==> config.mk <==
export PLATFORM = sky130hd
export DESIGN_NAME = store_buffer
export DESIGN_NICKNAME = d
export VERILOG_FILES = /design/src/rtl/store_buffer.sv
export SDC_FILE = /design/constraint.sdc
export NUM_CORES = 1
export LEC_CHECK = 0
export CORE_MARGIN = 2
export CORE_UTILIZATION = 54
export DETAILED_ROUTE_END_ITERATION = 8
export PLACE_DENSITY = 0.85
export SYNTH_ARGS = -nofsm -noshare
export SYNTH_HDL_FRONTEND = slang
export SYNTH_SLANG_ARGS = --single-unit
==> constraint.sdc <==
create_clock -name clk -period 6.3 [get_ports clk]
set_input_delay 1.26 -clock clk [delete_from_list [all_inputs] [get_ports clk]]
set_output_delay 1.26 -clock clk [all_outputs]
set_load 0.01 [all_outputs]
==> src/rtl/store_buffer.sv <==
// Posted-write store buffer between the core data port and data memory; in-order drain over valid/ready.
// Optional macro STORE_FWD_EN enables youngest-match load forwarding from buffered stores.
module store_buffer #(
  parameter int DEPTH = 4,
  parameter int AW    = 32,
  parameter int DW    = 32
) (
  input  logic                     clk,
  input  logic                     reset,
  input  logic                     memwrite,
  input  logic [AW-1:0]            aluout,
  input  logic [DW-1:0]            writedata,
  output logic [DW-1:0]            readdata,
  output logic [AW-1:0]            mem_raddr,
  input  logic [DW-1:0]            mem_rdata,
  output logic                     mem_req_valid,
  input  logic                     mem_req_ready,
  output logic [AW-1:0]            mem_addr,
  output logic [DW-1:0]            mem_wdata,
  output logic [$clog2(DEPTH):0]   count,
  output logic                     full,
  output logic                     empty,
  output logic                     overflow
);
  localparam int PW = $clog2(DEPTH);
  localparam int CW = PW + 1;

  typedef enum logic [1:0] {EMPTY, PARTIAL, FULL} occ_e;

  occ_e            state_q, state_d;
  logic [CW-1:0]   count_d;
  logic [PW-1:0]   wr_ptr, rd_ptr;
  logic [AW-1:0]   ent_addr [DEPTH];
  logic [DW-1:0]   ent_data [DEPTH];
  logic            push, pop;

  assign empty         = (state_q == EMPTY);
  assign full          = (state_q == FULL);
  assign mem_req_valid = ~empty;
  assign pop           = mem_req_valid & mem_req_ready;
  // a pop frees the head slot in the same edge, so a full buffer can still take a store
  assign push          = memwrite & (~full | pop);
  assign mem_addr      = ent_addr[rd_ptr];
  assign mem_wdata     = ent_data[rd_ptr];
  assign mem_raddr     = aluout;

  always_comb begin
    count_d = count;
    state_d = state_q;
    case ({push, pop})
      2'b10:   count_d = count + CW'(1);
      2'b01:   count_d = count - CW'(1);
      default: count_d = count;
    endcase
    if (count_d == '0)              state_d = EMPTY;
    else if (count_d == CW'(DEPTH)) state_d = FULL;
    else                            state_d = PARTIAL;
  end

  always_ff @(posedge clk or negedge reset) begin
    if (!reset) begin
      state_q  <= EMPTY;
      count    <= '0;
      wr_ptr   <= '0;
      rd_ptr   <= '0;
      overflow <= 1'b0;
    end else begin
      state_q <= state_d;
      count   <= count_d;
      if (push) wr_ptr <= wr_ptr + PW'(1);
      if (pop)  rd_ptr <= rd_ptr + PW'(1);
      if (memwrite & full & ~pop) overflow <= 1'b1;
    end
  end

  // entry storage needs no reset; only slots between rd_ptr and wr_ptr are ever read as valid
  always_ff @(posedge clk) begin
    if (push) begin
      ent_addr[wr_ptr] <= aluout;
      ent_data[wr_ptr] <= writedata;
    end
  end

`ifdef STORE_FWD_EN
  logic [PW-1:0] idx;

  // walk oldest to youngest so the youngest word-address match is the one left standing
  always_comb begin
    readdata = mem_rdata;
    idx      = rd_ptr;
    for (int i = 0; i < DEPTH; i++) begin
      idx = rd_ptr + PW'(i);
      if ((CW'(i) < count) && (ent_addr[idx][AW-1:2] == aluout[AW-1:2]))
        readdata = ent_data[idx];
    end
  end
`else
  assign readdata = mem_rdata;
`endif

endmodule

==> flow_summary.yaml, run 1 <==
outcome:
  status: "finished, final reports clean"
layout:
  final_nets: 673
  drive_gt1_share_pct: 19.3
  stdcell_count: 821
  fillers: 1162
  num_antenna_cells: 0
  area_delta_synth_final_pct: 22.6
floorplan:
  core-area_mm2: 0.0186
  start_util_pct: 54.9
  die_area_mm2: 0.0201
  pin_count: 235
  die_width_um: 142
  die_h_um: 142
  rows: 50
synth:
  synthCells: 446
  synth_async_sr_flop_share_pct: 3.76
  synth_seq_cells: 266
  ys_top_cells_by_area: "edfxtp_1 75%, mux4_2 14%, buf_4 4.8%"
  synth_top_cell_area_share_pct: 75.1
  yosys_warnings: 0
  synth_area_mm2: 0.0102
  ys.flop_type: "edfxtp_1"
  synth.distinct_cells: 23
  synth_top_area_cell: "edfxtp_1"
  yosysSeqAreaShare_pct: 77.5
  synth_edf_count: 256
  synth_nets: 552
  syn_avg_cell_area_um2: 23.0
timing:
  relSlewSlack_pct: 30.9
  drv_slew: 0
  tightest_slew_ns: 1.04
  setup_viol: 0
  post-route-period-util_pct: 70.0
  timing.final.hold_violations: 0
  fmax_mhz: 227
  clock_skew_ns: 0.00482
  rsz0062_at_grt: "false"
  min_period_ns: 4.41
  finalSetupTns_ns: 0
  worst_slack_ns: 1.89
routing:
  first_pass_iters: 4
  drt-initial-drc-count: 267
  routedWlPerCell_um: 22.4
  num_vias: 4618
  wl_um: 18400
  viasPerCell: 5.62
  drc: 0
  drtAntennaViolNets: 0
clock_tree:
  clockRootBuffer: "clkbuf_16"
  cts.path.max_buffers: 3
  htree_levels: 1
  clk_pin_slew_worst_paths_ns: 0.06
  post_cts_resized: 0
  worstSkewPairLatency_ns: 0.51
  cts_hold_buf: 0
  numCtsBuffers: 26
  cts_tree: "done"
  cts.sinks: 266
  postCtsSetupRepairBufs: 0
critical_path:
  crit_fanout: 52
  critPathKind: "reg -> out"
  required_ns: 5.04
  cp.arrival_ns: 3.15
  end_kind: "output pin"
  cp-start-kind: "flop"
  r2r_cells: 9
global_route:
  grt_usage_pct: 18.3
  antenna_found_initial: 0
  grt-ovfl-total: 0
  grt_pass1_vias: 5073
  grt_max_degree: 66
  grt_first_pass_wirelength_um: 28000
pwr:
  leakagePower_nw: 4.13
  p_total_mw: 5.86
  combPwrFrac_pct: 29.0
  power_frac_clock_pct: 26.3
  swShare_pct: 26.7
  p_int_mw: 4.29
  vdd_ir_drop_max_uv: 303
  powerDensity_mw_per_mm2: 467
  switching_power_mw: 1.57
  power.share.sequential_pct: 44.7
place:
  dp_cells: 773
  port_buffers: 170
  hpwl_um: 10700
  pre_cts_slack_ns: 2.31
  finalWeightedCongestion: 0.747
min_path:
  hp-class: "reg -> reg"
  min_path_cells: 1
flow_run:
  drv_cap: 0
==> state kept, by name, summed over array words and instances, names as in the netlist, named ones only <==
signal and flops:
wr_ptr 2, ent_addr 128, overflow 1, rd_ptr 2
ent_data 128, count 2, state_q 2
==> through the flow <==
step                cell area, um2  hold slack (ns)  util (%)
floorplan                    10200            0.493         -
global placement             11700            0.442      62.6
detailed placement           11700            0.461      62.6
CTS                          12600            0.479      67.3
global route                 12600            0.517      67.3
finish                       12600            0.473      67.3
==> path summary, 6_finish.rpt <==
kind / startpoint / to / slack, ns
max: rd_ptr[0]$_DFFE_PN0P_ / mem_wdata[3] / 1.89
min: overflow$_DFFE_PN0P_ / overflow$_DFFE_PN0P_ / 0.47
max reg2reg: state_q[1]$_DFF_PN0_ / state_q[1]$_DFF_PN0_ / 3.83
min reg2reg: overflow$_DFFE_PN0P_ / overflow$_DFFE_PN0P_ / 0.47
max in group asynchronous: reset / rd_ptr[0]$_DFFE_PN0P_ / 4.86
min in group asynchronous: reset / overflow$_DFFE_PN0P_ / 1.07
==> cell usage after synthesis (all sizes together), types with 2 or more instances <==
master  number
edfxtp     256
buf         77
nand2        2
xor2         2
ha           5
and2         4
nor3b        2
dfrtp       10
a21oi        3
xnor2        3
mux4        64
inv          7
nor2b        3
==> per-layer routing <==
| layer | up-vias | global-route usage (%) | share of wire (%) |
|---|---|---|---|
| met1 | 2414 | 23.4 | 39 |
| li1 | 1993 | - | - |
| met3 | 37 | 3.27 | 6.0 |
| met2 | 174 | 32.4 | 53 |
| met5 | - | 0 | 0 |
| met4 | 0 | 5.16 | 1.9 |
==> cells by family (layout without fill, tap and decap cells) <==
family | after synthesis | count (layout) | share of synthesized area, %
flops | 266 | 266 | 77.5
buf+inv | 85 | 226 | 5.97
mux | 65 | 65 | 14.2
simple gates | 13 | 13 | 0.770
fa+ha+maj | 6 | 6 | 0.806
compound gates | 6 | 6 | 0.342
xor+xnor | 5 | 5 | 0.428
==> layout by cell type, fill, tap and decap left out <==
cell type        instances
clkinv_2                 4
or3_1                    1
fa_1                     1
nor3b_1                  2
inv_1                    7
o21ai_0                  1
clkbuf_16               27
clkinvlp_4               1
mux4_2                  64
xor2_1                   2
clkdlybuf4s50_1        170
a21o_1                   1
clkbuf_8                 6
nor2b_1                  3
ha_1                     5
bufinv_16                2
dfrtp_4                  2
xnor2_1                  3
edfxtp_1               256
a21oi_1                  3
or2_2                    1
o21a_1                   1
clkbuf_1                 8
mux2_2                   1
dfrtp_1                  8
nand2_1                  2
buf_4                    1
and2_4                   4
==> cell type report <==
type	instances	area, um2	area share, %
multi-input cells	95	1700	13.6
well taps	234	293	2.33
clock inverters	7	87.6	0.698
flip-flops and latches	266	7950	63.3
inverters	7	26.3	0.209
repair buffers	171	1710	13.6
clock buffers	41	788	6.28
==> power groups by stage <==
stage	combinational [mW]	sequential [mW]	clock, mW
after global placement	1.69	2.63	0
after detailed placement	1.72	2.67	0
after floorplan	1.10	2.45	0
after global routing	1.80	2.67	1.64
after CTS	1.73	2.64	1.58
final	1.70	2.62	1.54
==> critical path, stage by stage, from the launching register on <==
cell and delay (ns):
dfrtp_4 1.12, buf_4 0.44, mux4_2 0.55, clkdlybuf4s50_1 0.50
Note: power is estimated with default switching activity, not from simulation.
==> inputs of run 2 (changes only) <==
--- a/config.mk
+++ b/config.mk
@@ -6,9 +6,9 @@
 export NUM_CORES = 1
 export LEC_CHECK = 0
 export CORE_MARGIN = 2
-export CORE_UTILIZATION = 54
+export CORE_UTILIZATION = 50
 export DETAILED_ROUTE_END_ITERATION = 8
-export PLACE_DENSITY = 0.85
+export PLACE_DENSITY = 0.8
 export SYNTH_ARGS = -nofsm -noshare
 export SYNTH_HDL_FRONTEND = slang
 export SYNTH_SLANG_ARGS = --single-unit
==> constraint.sdc (replaced) <==
create_clock -name clk -period 4.55 [get_ports clk]
set_input_delay 0.91 -clock clk [delete_from_list [all_inputs] [get_ports clk]]
set_output_delay 0.91 -clock clk [all_outputs]
set_load 0.01 [all_outputs]
==> flow_summary.yaml, run 2 (synthesis gave the netlist of run 1 again) <==
routing:
  viasPerCell: 5.32
  num_vias: 4566
  drtAntennaViolNets: 0
  first_pass_iters: 4
  wl_um: 17600
  drc: 0
  drt-initial-drc-count: 242
  routedWlPerCell_um: 20.5
place:
  finalWeightedCongestion: 0.680
  hpwl_um: 10200
  port_buffers: 170
floorplan:
  die_area_mm2: 0.0216
  die_width_um: 147
  pin_count: 235
  start_util_pct: 50.8
  rows: 52
  core-area_mm2: 0.0202
  die_h_um: 147
layout:
  area_delta_synth_final_pct: 22.8
  num_antenna_cells: 0
  fillers: 1406
  final_common_cell: "edfxtp_1"
  final_cell_mix: "256 x edfxtp_1, 170 x clkdlybuf4s50_1, 64 x mux4_2"
  drive_gt1_share_pct: 19.4
  top_regs: "ent_addr (128), ent_data (128)"
  final_nets: 675
timing:
  timing.final.hold_violations: 0
  fmax_mhz: 280
  drv_slew: 0
  tightest_slew_ns: 0.984
  setup_viol: 0
  relSlewSlack_pct: 34.4
  rsz0062_at_grt: "false"
  finalSetupTns_ns: 0
  post-route-period-util_pct: 78.4
  min_period_ns: 3.57
  clock_skew_ns: 0.0121
global_route:
  grt_max_degree: 66
  grt-ovfl-total: 0
  grt_pass1_vias: 5018
  grt_usage_pct: 16.1
  grt_first_pass_wirelength_um: 27100
  antenna_found_initial: 0
critical_path:
  end_kind: "output pin"
  cpLargestDelayFamily: "buffers and inverters"
  cp_cell_sequence: "buf_4 > mux4_2 > clkdlybuf4s50_1"
  crit_fanout: 21
  r2r_start: "state_q[1]$_DFF_PN0_"
  cp-start-kind: "flop"
  required_ns: 3.64
  critical_path.startpoint: "rd_ptr[0]$_DFFE_PN0P_"
  worstSetupPathDepth: 3
  critPathKind: "reg -> out"
  cp_slowest_cell: "dfrtp_4"
  cp.arrival_ns: 2.66
  r2r_setup_slack_ns: 2.15
  reg2reg_to: "state_q[1]$_DFF_PN0_"
  endpoint: "mem_wdata[17]"
  max_stage_delay_ns: 0.60
  r2r_cells: 9
  path_buf_inv: 2
clock_tree:
  cts_hold_buf: 0
  clockRootBuffer: "clkbuf_16"
  post_cts_resized: 0
  worstSkewPairLatency_ns: 0.51
  htree_levels: 1
  clk_pin_slew_worst_paths_ns: 0.06
  cts.path.max_buffers: 3
  cts_tree: "done"
  numCtsBuffers: 27
  cts.sinks: 266
  postCtsSetupRepairBufs: 0
min_path:
  hp-class: "reg -> reg"
outcome:
  status: "finished, final reports clean"
pwr:
  vdd_ir_drop_max_uv: 453
  p_total_mw: 8.04
  powerDensity_mw_per_mm2: 639
  leakagePower_nw: 4.12
flow_run:
  drv_cap: 0
[run 2: changes by cell type in the layout (fill, tap and decap cells not counted), sizes merged]
| cell | delta |
|---|---|
| clkbuf | -9 |
| clkinv | +8 |
| inv | +2 |
| buf | +1 |
[run 2: cell type report]
class                           count  area, um2  area share, %
Clock inverter                     17        146           1.16
Sequential cell                   266       7950           63.1
Clock buffer                       32        694           5.52
Multi-Input combinational cell     95       1700           13.5
Tap cell                          270        338           2.68
Timing Repair Buffer              172       1730           13.7
Inverter                            7       26.3          0.209
[run 2: stage by stage]
stage               hold WS (ns)  cell area, um2  utilization, %  setup slack (ns)  instances
floorplan                  0.493           10200               -              1.30        446
global route               0.510           12600            62.4             0.817        859
global placement           0.446           11700            58.2              1.43        810
CTS                        0.475           12600            62.4             0.907        859
finish                     0.471           12600            62.4             0.984        859
detailed placement         0.454           11700            58.2              1.24        810
[run 2: how the worst min path moves through the flow]
stage / from / end / depth (start not counted)
finish: overflow$_DFFE_PN0P_ / overflow$_DFFE_PN0P_ / 1
global route: overflow$_DFFE_PN0P_ / overflow$_DFFE_PN0P_ / 1
CTS: overflow$_DFFE_PN0P_ / overflow$_DFFE_PN0P_ / 1
detailed placement: overflow$_DFFE_PN0P_ / overflow$_DFFE_PN0P_ / 1
global placement: overflow$_DFFE_PN0P_ / overflow$_DFFE_PN0P_ / 1
floorplan: overflow$_DFFE_PN0P_ / overflow$_DFFE_PN0P_ / 1
[run 2: routing by layer]
metal  up-vias  routed length, um  GRT usage [%]  share of wire [%]
li1       2003                  -              -                  -
met4         0                272           3.70                1.5
met5         -                  0          0.909                  0
met2       183               9180           27.9                 52
met1      2350               7040           21.2                 40
met3        30               1130           3.45                6.4
[run 2: power by group]
| part | switching [mW] | internal [mW] | total [mW] |
|---|---|---|---|
| Sequential | 0.275 | 3.24 | 3.52 |
| Combinational | 1.04 | 1.42 | 2.46 |
| Clock | 0.859 | 1.21 | 2.07 |
| Total | 2.18 | 5.87 | 8.04 |
==> inputs of run 3 (changes only) <==
==> constraint.sdc (replaced) <==
create_clock -name clk -period 3.5 [get_ports clk]
set_input_delay 0.7 -clock clk [delete_from_list [all_inputs] [get_ports clk]]
set_output_delay 0.7 -clock clk [all_outputs]
set_load 0.01 [all_outputs]
==> flow_summary.yaml, run 3 (synthesis gave the netlist of run 1 again) <==
outcome:
  status: "finished, final reports clean"
global_route:
  grt_pass1_vias: 5102
  grt-ovfl-total: 0
  antenna_found_initial: 0
  grt_usage_pct: 16.6
  grt_first_pass_wirelength_um: 27900
  grt_max_degree: 38
timing:
  min_period_ns: 3.24
  worst_slack_ns: 0.259
  rsz0062_at_grt: "false"
  tightest_slew_ns: 0.577
  whs_ns: 0.489
  fmax_mhz: 309
  relSlewSlack_pct: 61.6
  timing.final.hold_violations: 0
  clock_skew_ns: 0.00756
  drv_slew: 0
  finalSetupTns_ns: 0
  post-route-period-util_pct: 92.6
  setup_viol: 0
critical_path:
  critPathKind: "reg -> out"
  cp-start-kind: "flop"
  critical_path.startpoint: "rd_ptr[0]$_DFFE_PN0P_"
  cpLargestDelayFamily: "buffers and inverters"
  required_ns: 2.80
  crit_fanout: 29
  max_stage_delay_ns: 0.61
  cp_cell_sequence: "buf_4 > mux4_2 > clkdlybuf4s50_1"
  cp.arrival_ns: 2.54
  r2r_start: "state_q[0]$_DFF_PN0_"
  end_kind: "output pin"
  cp_slowest_cell: "mux4_2"
  path_buf_inv: 2
routing:
  routedWlPerCell_um: 21.0
  drtAntennaViolNets: 0
  wl_um: 18200
  viasPerCell: 5.32
  first_pass_iters: 4
  num_vias: 4614
  drc: 0
  drt-initial-drc-count: 260
layout:
  final_cell_mix: "256 x edfxtp_1, 170 x clkdlybuf4s50_1, 64 x mux4_2"
  final_nets: 683
  area_delta_synth_final_pct: 24.4
  num_antenna_cells: 0
  fillers: 1374
  postLayoutCoreUtil_pct: 63.2
  drive_gt1_share_pct: 19.8
  final_common_cell: "edfxtp_1"
  top_regs: "ent_addr (128), ent_data (128)"
floorplan:
  rows: 52
  pin_count: 235
  die_area_mm2: 0.0216
  die_width_um: 147
  core-area_mm2: 0.0202
  die_h_um: 147
  start_util_pct: 50.8
min_path:
  hold_start: "overflow$_DFFE_PN0P_"
  hp-class: "reg -> reg"
clock_tree:
  cts_hold_buf: 0
  cts.path.max_buffers: 3
  postCtsSetupRepairBufs: 0
  worstSkewPairLatency_ns: 0.51
  cts.sinks: 266
  clk_pin_slew_worst_paths_ns: 0.06
  post_cts_resized: 0
  clockRootBuffer: "clkbuf_16"
  cts_tree: "done"
  htree_levels: 1
  numCtsBuffers: 26
place:
  hpwl_um: 11100
  finalWeightedCongestion: 0.742
  port_buffers: 170
  pre_cts_slack_ns: 0.400
flow_run:
  drv_cap: 0
pwr:
  vdd_ir_drop_max_uv: 597
  powerDensity_mw_per_mm2: 836
  leakagePower_nw: 4.20
[run 3: changes by cell type in the layout (fill, tap and decap cells not counted), moves of 2 or more]
cell	before	now
clkbuf_1	5	3
bufinv_16	2	4
clkinv_2	7	3
clkinv_1	4	10
buf_4	1	5
buf_12	1	6
[run 3: final cells by class]
class                   instances  area, um2  area share, %
multi-input cells              95       1700           13.4
flip-flops and latches        266       7950           62.4
repair buffers                181       1860           14.6
clock inverters                18        181           1.42
well taps                     270        338           2.65
clock buffers                  30        687           5.39
inverters                       7       26.3          0.206
[run 3: path summary, 6_finish.rpt]
check	cells past startpoint	slack (ns)	end
worst max-delay path	3	0.26	mem_wdata[17]
worst min-delay path	1	0.49	overflow$_DFFE_PN0P_
worst max register to register	9	1.09	state_q[1]$_DFF_PN0_
worst min register to register	1	0.49	overflow$_DFFE_PN0P_
max in group asynchronous	1	2.64	rd_ptr[0]$_DFFE_PN0P_
min in group asynchronous	1	0.51	state_q[1]$_DFF_PN0_
[run 3: power breakdown]
part	internal, mW	total, mW	switching (mW)
clock network	1.69	2.79	1.10
registers	4.20	4.44	0.247
logic	1.92	3.42	1.50
[run 3: metal layers]
metal,vias up,global-route usage (%),routed length [um]
li1,2022,-,-
met1,2379,21.9,7470
met2,178,28.2,9200
met3,35,4.04,1190
met4,0,4.09,363
met5,-,0.909,0
[run 3: metrics by stage]
stage	instances	total power [mW]	instance area (um2)
3_5_place_dp	819	8.00	11900
5_1_grt	867	11.1	12700
2_1_floorplan	446	6.39	10200
3_3_place_gp	819	7.90	11900
6_report	867	10.7	12700
4_1_cts	867	10.8	12700
